<file path="src/rtl/packet_parser_pkg.sv">
// Shared types and constants for the packet_parser byte-stream frame parser.
package packet_parser_pkg;

    localparam logic [7:0] PKT_SYNC_DEFAULT = 8'hA5;

    typedef enum logic [1:0] {
        HUNT     = 2'd0,
        GET_HI   = 2'd1,
        GET_LO   = 2'd2,
        GET_CSUM = 2'd3
    } pp_state_e;

    // Frame check byte: XOR of the two payload bytes.
    function automatic logic [7:0] frame_csum(input logic [7:0] hi, input logic [7:0] lo);
        return hi ^ lo;
    endfunction

endpackage

</file>
<file path="src/rtl/packet_parser.sv">
// Sync-hunting byte-stream parser producing a 16-bit big-endian word per frame.
// Define PACKET_PARSER_CHECKSUM_EN to require a trailing HI^LO check byte.
module packet_parser
    import packet_parser_pkg::*;
#(
    parameter logic [7:0] SYNC_BYTE = PKT_SYNC_DEFAULT
) (
    input  logic        clk,
    input  logic        rst,
    input  logic [7:0]  packet_in,
    output logic [15:0] parsed_data,
    output logic        packet_valid
);

    pp_state_e   state_r;
    pp_state_e   state_nxt_s;
    logic [7:0]  hi_r;
    logic [7:0]  hi_nxt_s;
    logic [15:0] data_r;
    logic [15:0] data_nxt_s;
    logic        valid_r;
    logic        valid_nxt_s;
`ifdef PACKET_PARSER_CHECKSUM_EN
    logic [7:0]  lo_r;
    logic [7:0]  lo_nxt_s;
`endif

    // Next-state and next-output decode for the frame FSM.
    always_comb begin
        state_nxt_s = state_r;
        hi_nxt_s    = hi_r;
        data_nxt_s  = data_r;
        valid_nxt_s = 1'b0;
`ifdef PACKET_PARSER_CHECKSUM_EN
        lo_nxt_s    = lo_r;
`endif
        case (state_r)
            HUNT: begin
                if (packet_in == SYNC_BYTE) begin
                    state_nxt_s = GET_HI;
                end else begin
                    state_nxt_s = HUNT;
                end
            end
            GET_HI: begin
                hi_nxt_s    = packet_in;
                state_nxt_s = GET_LO;
            end
            GET_LO: begin
`ifdef PACKET_PARSER_CHECKSUM_EN
                lo_nxt_s    = packet_in;
                state_nxt_s = GET_CSUM;
`else
                data_nxt_s  = {hi_r, packet_in};
                valid_nxt_s = 1'b1;
                state_nxt_s = HUNT;
`endif
            end
`ifdef PACKET_PARSER_CHECKSUM_EN
            GET_CSUM: begin
                // A bad check byte drops the frame without touching parsed_data.
                if (packet_in == frame_csum(hi_r, lo_r)) begin
                    data_nxt_s  = {hi_r, lo_r};
                    valid_nxt_s = 1'b1;
                end else begin
                    valid_nxt_s = 1'b0;
                end
                state_nxt_s = HUNT;
            end
`endif
            default: begin
                state_nxt_s = HUNT;
            end
        endcase
    end

    // State, payload and output registers with synchronous reset.
    always_ff @(posedge clk) begin
        if (rst) begin
            state_r <= HUNT;
            hi_r    <= 8'h00;
            data_r  <= 16'h0000;
            valid_r <= 1'b0;
`ifdef PACKET_PARSER_CHECKSUM_EN
            lo_r    <= 8'h00;
`endif
        end else begin
            state_r <= state_nxt_s;
            hi_r    <= hi_nxt_s;
            data_r  <= data_nxt_s;
            valid_r <= valid_nxt_s;
`ifdef PACKET_PARSER_CHECKSUM_EN
            lo_r    <= lo_nxt_s;
`endif
        end
    end

    assign parsed_data  = data_r;
    assign packet_valid = valid_r;

endmodule

</file>
<file path="config.mk">
export PLATFORM = sky130hd
export DESIGN_NAME = packet_parser
export DESIGN_NICKNAME = d
export VERILOG_FILES = /design/src/rtl/packet_parser_pkg.sv /design/src/rtl/packet_parser.sv
export SDC_FILE = /design/constraint.sdc
export NUM_CORES = 1
export LEC_CHECK = 0
export ABC_CLOCK_PERIOD_IN_PS = 900
export BUFFER_PORTS_ARGS = -buffer_cell sky130_fd_sc_hd__buf_2
export CAP_MARGIN = 5
export CELL_PAD_IN_SITES_DETAIL_PLACEMENT = 1
export CELL_PAD_IN_SITES_GLOBAL_PLACEMENT = 1
export CORE_ASPECT_RATIO = 0.6
export CORE_MARGIN = 10
export CORE_UTILIZATION = 32
export DETAILED_ROUTE_END_ITERATION = 10
export PLACE_DENSITY = 0.73
export SLEW_MARGIN = 20
export SYNTH_ARGS = -nofsm -noshare
export SYNTH_HDL_FRONTEND = slang
export SYNTH_SLANG_ARGS = --single-unit
</file>
<file path="constraint.sdc">
create_clock -name clk -period 0.9 [get_ports clk]
set_input_delay 0.045 -clock clk [delete_from_list [all_inputs] [get_ports clk]]
set_output_delay 0.045 -clock clk [all_outputs]
set_load 0.1 [all_outputs]
</file>
==> results of run 1 <==
cells in the mapped netlist:
library cell,instances
a21oi_1,22
buf_2,2
nor2_1,3
nor4b_2,2
nand2_1,48
buf_4,2
dfxtp_1,27
nand2b_1,2
nor2b_1,2
clkbuf_1,2
nand4_1,1
buf_6,3
a21oi_2,2
timing repair:
item / in CTS / in global routing
cloned: 1 / 0
buffers inserted: 1 / 0
setup endpoints to repair: 24 / 26
gates resized for setup: 21 / 6
pin swaps: 6 / 4
layer usage:
metal / wire [um] / vias up / global-route usage, %
li1: - / 451 / -
met4: 57 / 0 / 3.64
met1: 1370 / 452 / 12.4
met2: 1580 / 18 / 19.9
met3: 102 / 7 / 3.36
met5: 0 / - / 0
power groups by stage:
stage	clock, mW	sequential, mW	combinational, mW
6_report	0.670	1.16	0.0820
3_3_place_gp	0	1.20	0.0724
2_1_floorplan	0	1.20	0.0275
5_1_grt	0.754	1.16	0.0882
4_1_cts	0.702	1.16	0.0783
3_5_place_dp	0	1.20	0.0752
metrics by stage:
| step | power, mW | instances | hold WS, ns | setup WS, ns | area [um^2] |
|---|---|---|---|---|---|
| after CTS | 1.94 | 196 | 0.0241 | -0.0916 | 1640 |
| after global placement | 1.27 | 190 | 0.304 | -0.0333 | 1500 |
| after detailed placement | 1.27 | 190 | 0.316 | -0.140 | 1500 |
| after floorplan | 1.23 | 118 | 0.171 | -0.0599 | 1030 |
| after global routing | 2.00 | 196 | 0.0410 | -0.183 | 1660 |
| final | 1.91 | 196 | 0.0461 | -0.118 | 1660 |
worst reg2reg max path, stage by stage (launching register included):
cell,delay (ns)
dfxtp_4,0.39
nor2b_4,0.20
buf_6,0.16
nand2_2,0.06
a21oi_2,0.14
how the worst max path moves through the flow:
stage / startpoint / end
4_1_cts: state_r[1] / parsed_data[5]
5_1_grt: state_r[1] / parsed_data[4]
3_5_place_dp: state_r[1] / parsed_data[8]
3_3_place_gp: state_r[1] / parsed_data[6]
2_1_floorplan: state_r[0] / parsed_data[6]
6_report: state_r[1] / parsed_data[5]
cells by family after synthesis:
kind of cell | synth area share (%)
and+or+nand+nor | 25.6
DFF | 54.8
buffers and inverters | 6.72
AOI/OAI and AO/OA | 12.9
cell usage in the layout (no fill, tap or decap), drive strengths merged:
master,n
nor2b,2
nand2,48
dfxtp,27
a21oi,24
clkbuf,4
nand4,1
nor4b,2
nand2b,2
buf,41
nor2,3
layout make-up:
cell class	instances	share of cell area, %
clock buffer	4	2.71
multi-input combinational	82	27.0
sequential	27	35.6
tap	42	3.16
timing repair buffer	41	31.6
sequential cells by signal, summed over array words and instances (netlist names):
signal and cells:
parsed_data 16, hi_r 8, packet_valid 1, state_r 2
==> results.json, run 1 <==
{
  "status": "complete, but fails checks",
  "comb_power_share_pct": 4.3,
  "ctsHoldBuffers": 0,
  "worstPathRequired_ns": 1.10,
  "syn-instance-count": 118,
  "path_depth": 4,
  "crit_path_cell_trace": "nor2b_4, buf_6, nand2_2, a21oi_2",
  "syn2layout_area_growth_pct": 68.3,
  "drc": 0,
  "core.rowCount": 15,
  "cp-start-kind": "flop",
  "grt-ovfl-total": 0,
  "path_buf_inv": 1,
  "synth_area_leaders": "dfxtp_1 55%, nand2_1 18%, a21oi_1 11%",
  "critical_path.top_delay_family": "flip-flops",
  "via_per_inst": 4.73,
  "setup_viol": 24,
  "drive_gt1_share_pct": 51.3,
  "drv_slew": 0,
  "timing.final.crit_share_pct": 113,
  "tns_ns": -1.66,
  "end_kind": "flop",
  "synth.distinct_cells": 13,
  "root_buffer": "clkbuf_8",
  "power_density_nw_per_um2": 1150,
  "yosysWarnings": 0,
  "io_buffers": 26,
  "routedWlPerCell_um": 15.9,
  "rr_startpoint": "state_r[1]",
  "worst_ep_arrival_time_ns": 1.22,
  "netlist.area_leader.share_pct": 54.8,
  "drt_pass1_iterations": 2,
  "multiInputGateArea_um2": 448,
  "core_area_um2": 2910,
  "hold_path_end": "parsed_data[0]",
  "cts.sinks": 27,
  "clkTransAtPathRegs_ns": 0.09,
  "dieWidth_um": 91.7,
  "worstPathMaxFanout": 6,
  "antenna_found_initial": 0,
  "drtIter0Drc": 32,
  "swShare_pct": 21.2,
  "period_needed_ns": 1.02,
  "tightest_slew_ns": 0.297,
  "initial_core_util_pct": 33.9,
  "holdCritStartpoint": "packet_in[0]",
  "ctsHtreeMaxLevel": 1,
  "rsz0062_at_grt": "yes",
  "wl_mm": 3.11,
  "utilization_pct": 57.1,
  "slowest_stage": "dfxtp_4",
  "vias": 928,
  "power_frac_clock_pct": 35.0,
  "clockBufferDepth": 2,
  "r2r_slack_ns": -0.12,
  "die_y_um": 63.0,
  "drv_cap": 0,
  "detail-route-antenna-nets": 0,
  "cts_tree": "done",
  "synth_largest_area_cell": "dfxtp_1",
  "p_leak_nw": 0.594,
  "grt_pass1_wl_mm": 5.22,
  "seqPwrFrac_pct": 60.7,
  "gr-usage-all-layers_pct": 11.2,
  "synth_area_um2": 987,
  "reg2reg_depth": 4,
  "vdd_drop_max_mv": 0.482,
  "holdCritPathClass": "input pin to flop",
  "grt_pass1_vias": 1034,
  "slew_headroom_pct": 80.2,
  "io_pins": 27,
  "final.fill_count": 320,
  "setup_slack_ns": -0.118,
  "fmax_mhz": 982,
  "hold_viol_final": 0,
  "cts_buffers": 3,
  "dpl.hpwl_mm": 2.32,
  "whs_path_depth": 3,
  "diodes": 0,
  "dieArea_um2": 5780,
  "clk_latency_ns": 0.27,
  "clock_skew_ns": 0.00141,
  "gp_congestion": 0.790,
  "avgSynthCellArea_um2": 8.37,
  "seq_area_frac_synth_pct": 54.8,
  "switching_power_uw": 405,
  "timing.rr.end": "parsed_data[5]",
  "failed_checks": "setup timing",
  "critPathMaxStageDelay_ns": 0.39,
  "ys_seq_elements": 27,
  "grt_max_degree": 27,
  "synth_nets": 128,
  "register_area_um2": 592,
  "p_int_mw": 1.51,
  "nNetsFinal": 165,
  "crit_type": "flop to flop"
}
Note: power is estimated with default switching activity, not from simulation.
==> run 2, diff against run 1 <==
--- a/config.mk
+++ b/config.mk
@@ -5,16 +5,16 @@
 export SDC_FILE = /design/constraint.sdc
 export NUM_CORES = 1
 export LEC_CHECK = 0
-export ABC_CLOCK_PERIOD_IN_PS = 900
+export ABC_CLOCK_PERIOD_IN_PS = 1100
 export BUFFER_PORTS_ARGS = -buffer_cell sky130_fd_sc_hd__buf_2
 export CAP_MARGIN = 5
 export CELL_PAD_IN_SITES_DETAIL_PLACEMENT = 1
 export CELL_PAD_IN_SITES_GLOBAL_PLACEMENT = 1
 export CORE_ASPECT_RATIO = 0.6
 export CORE_MARGIN = 10
-export CORE_UTILIZATION = 32
+export CORE_UTILIZATION = 36
 export DETAILED_ROUTE_END_ITERATION = 10
-export PLACE_DENSITY = 0.73
+export PLACE_DENSITY = 0.78
 export SLEW_MARGIN = 20
 export SYNTH_ARGS = -nofsm -noshare
 export SYNTH_HDL_FRONTEND = slang
==> constraint.sdc (replaced) <==
create_clock -name clk -period 1.1 [get_ports clk]
set_input_delay 0.055 -clock clk [delete_from_list [all_inputs] [get_ports clk]]
set_output_delay 0.055 -clock clk [all_outputs]
set_load 0.1 [all_outputs]
==> run 2 against run 1 <==
Highest routed layer unchanged; setup slack better by 0.17 ns; critical path type unchanged; register-to-register slack better by 0.17 ns; clock skew up 0.0020 ns; critical endpoint is now parsed_data[15]; flip-flop and latch count unchanged; critical path depth unchanged; combinational power down 32%; the flow now finishes without violations.
==> results.json, run 2 (synthesis gave the netlist of run 1 again) <==
{
  "multiInputGateArea_um2": 397,
  "dieArea_um2": 5310,
  "setup_viol": 0,
  "fin_area_um2": 1490,
  "hold_viol_final": 0,
  "routed-wl-met3_um": 141,
  "drv_cap": 0,
  "whs_ns": 0.0305,
  "wl_met1_mm": 1.25,
  "crit_path_cell_trace": "nor2b_4, buf_4, nand2_1, a21oi_1",
  "ctsHtreeMaxLevel": 1,
  "tightest_slew_ns": 0.290,
  "mostFrequentLayoutCells": "48 x nand2_1, 21 x a21oi_1, 17 x dfxtp_2, 17 x buf_12",
  "core.rowCount": 14,
  "top_layer_used": "met4",
  "worst_ep_arrival_time_ns": 1.24,
  "clock_skew_ns": 0.00339,
  "clkTransAtPathRegs_ns": 0.09,
  "clk_latency_ns": 0.27,
  "layout_commonest_cell": "nand2_1",
  "dpl.hpwl_mm": 2.27,
  "slew_headroom_pct": 80.6,
  "io_pins": 27,
  "largest_register_ffs": 16,
  "power_frac_clock_pct": 35.6,
  "register_area_um2": 566,
  "period_needed_ns": 1.04,
  "grt-ovfl-total": 0,
  "syn2layout_area_growth_pct": 51.0,
  "p_leak_nw": 0.528,
  "vias": 881,
  "vdd_drop_max_mv": 0.770,
  "drc": 0,
  "routedWlPerCell_um": 16.6,
  "critPathMaxStageDelay_ns": 0.40,
  "worstPathRequired_ns": 1.30,
  "cts_tree": "done",
  "crit_type": "flop to flop",
  "wl_mm": 2.95,
  "antenna_found_initial": 0,
  "gp_congestion": 0.768,
  "drive_gt1_share_pct": 43.2,
  "root_buffer": "clkbuf_8",
  "worstPathMaxFanout": 6,
  "cts_buffers": 3,
  "gr-usage-all-layers_pct": 11.0,
  "comb_power_share_pct": 3.5,
  "cts.sinks": 27,
  "slowest_stage": "dfxtp_2",
  "switching_power_uw": 353,
  "fmax_mhz": 959,
  "io_buffers": 26,
  "dpl-instance-area_um2": 1410,
  "via_per_inst": 4.95,
  "drtIter0Drc": 52,
  "timing.final.crit_share_pct": 94.8,
  "grt_max_degree": 27,
  "core_area_um2": 2560,
  "nNetsFinal": 157,
  "grt_pass1_vias": 924,
  "grt_pass1_wl_mm": 4.55,
  "holdCritPathClass": "input pin to flop",
  "rsz0062_at_grt": "yes",
  "diodes": 0,
  "initial_core_util_pct": 38.6,
  "power_density_nw_per_um2": 1070,
  "drv_slew": 0,
  "swShare_pct": 22.1,
  "clockBufferDepth": 2,
  "status": "completed",
  "seqPwrFrac_pct": 60.9,
  "drt_pass1_iterations": 4,
  "die_y_um": 60.6,
  "dieWidth_um": 87.6,
  "detail-route-antenna-nets": 0,
  "end_kind": "flop",
  "final.fill_count": 288,
  "cp-start-kind": "flop",
  "met2_length_mm": 1.54,
  "p_int_mw": 1.25
}
==> run 2: changes by cell type in the layout (fill, tap and decap cells not counted), sizes merged <==
cell | previous run | this run
clkinv | 0 | 1
buf | 41 | 32
==> run 2: routing by layer <==
metal	up-vias	track usage [%]
met4	0	2.04
li1	434	-
met3	2	4.01
met2	13	21.4
met1	432	11.3
met5	-	0
==> run 2: per-stage QoR <==
step                      worst slack (ns)  setup TNS (ns)  power (mW)  instances  util (%)
final                               0.0571               0        1.60        178      58.3
after global routing               -0.0288         -0.0733        1.68        178      58.3
after CTS                          0.00843               0        1.62        177      57.2
after detailed placement           -0.0176         -0.0527        1.06        173      55.2
after global placement               0.120               0        1.05        173      55.2
after floorplan                      0.103               0        1.02        118         -
==> run 2: repair_timing <==
item,4_1_cts,5_1_grt
gates resized for setup,3,9
hold buffers,0,0
gates cloned,0,1
setup buffers,0,0
endpoints found under the setup margin,14,21
==> run 2: critical path: cells and delay by family, from the launching register on <==
kind	cells	cell delay, ns
flops	1	0.40
simple gates	2	0.26
buf+inv	1	0.17
compound gates	1	0.15
==> run 2: power by group through the flow <==
stage / Sequential, mW / Clock (mW) / Combinational [mW]
final: 0.975 / 0.570 / 0.0557
after global routing: 0.975 / 0.642 / 0.0599
after CTS: 0.977 / 0.590 / 0.0551
after detailed placement: 1.00 / 0 / 0.0549
after global placement: 1.00 / 0 / 0.0527
after floorplan: 1.00 / 0 / 0.0225
==> run 2: worst paths after layout <==
check	start	end	slack [ns]	cells past startpoint
max	state_r[1]	parsed_data[15]	0.06	4
min	packet_in[0]	parsed_data[0]	0.03	3
max reg2reg	state_r[1]	parsed_data[15]	0.06	4
min reg2reg	hi_r[2]	parsed_data[10]	0.46	2
==> run 2: cell type report <==
class / count / area share, %
multi-input cells: 82 / 26.6
repair buffers: 33 / 29.6
clock buffers: 3 / 2.77
flip-flops and latches: 27 / 38.0
well taps: 32 / 2.69
clock inverters: 1 / 0.336
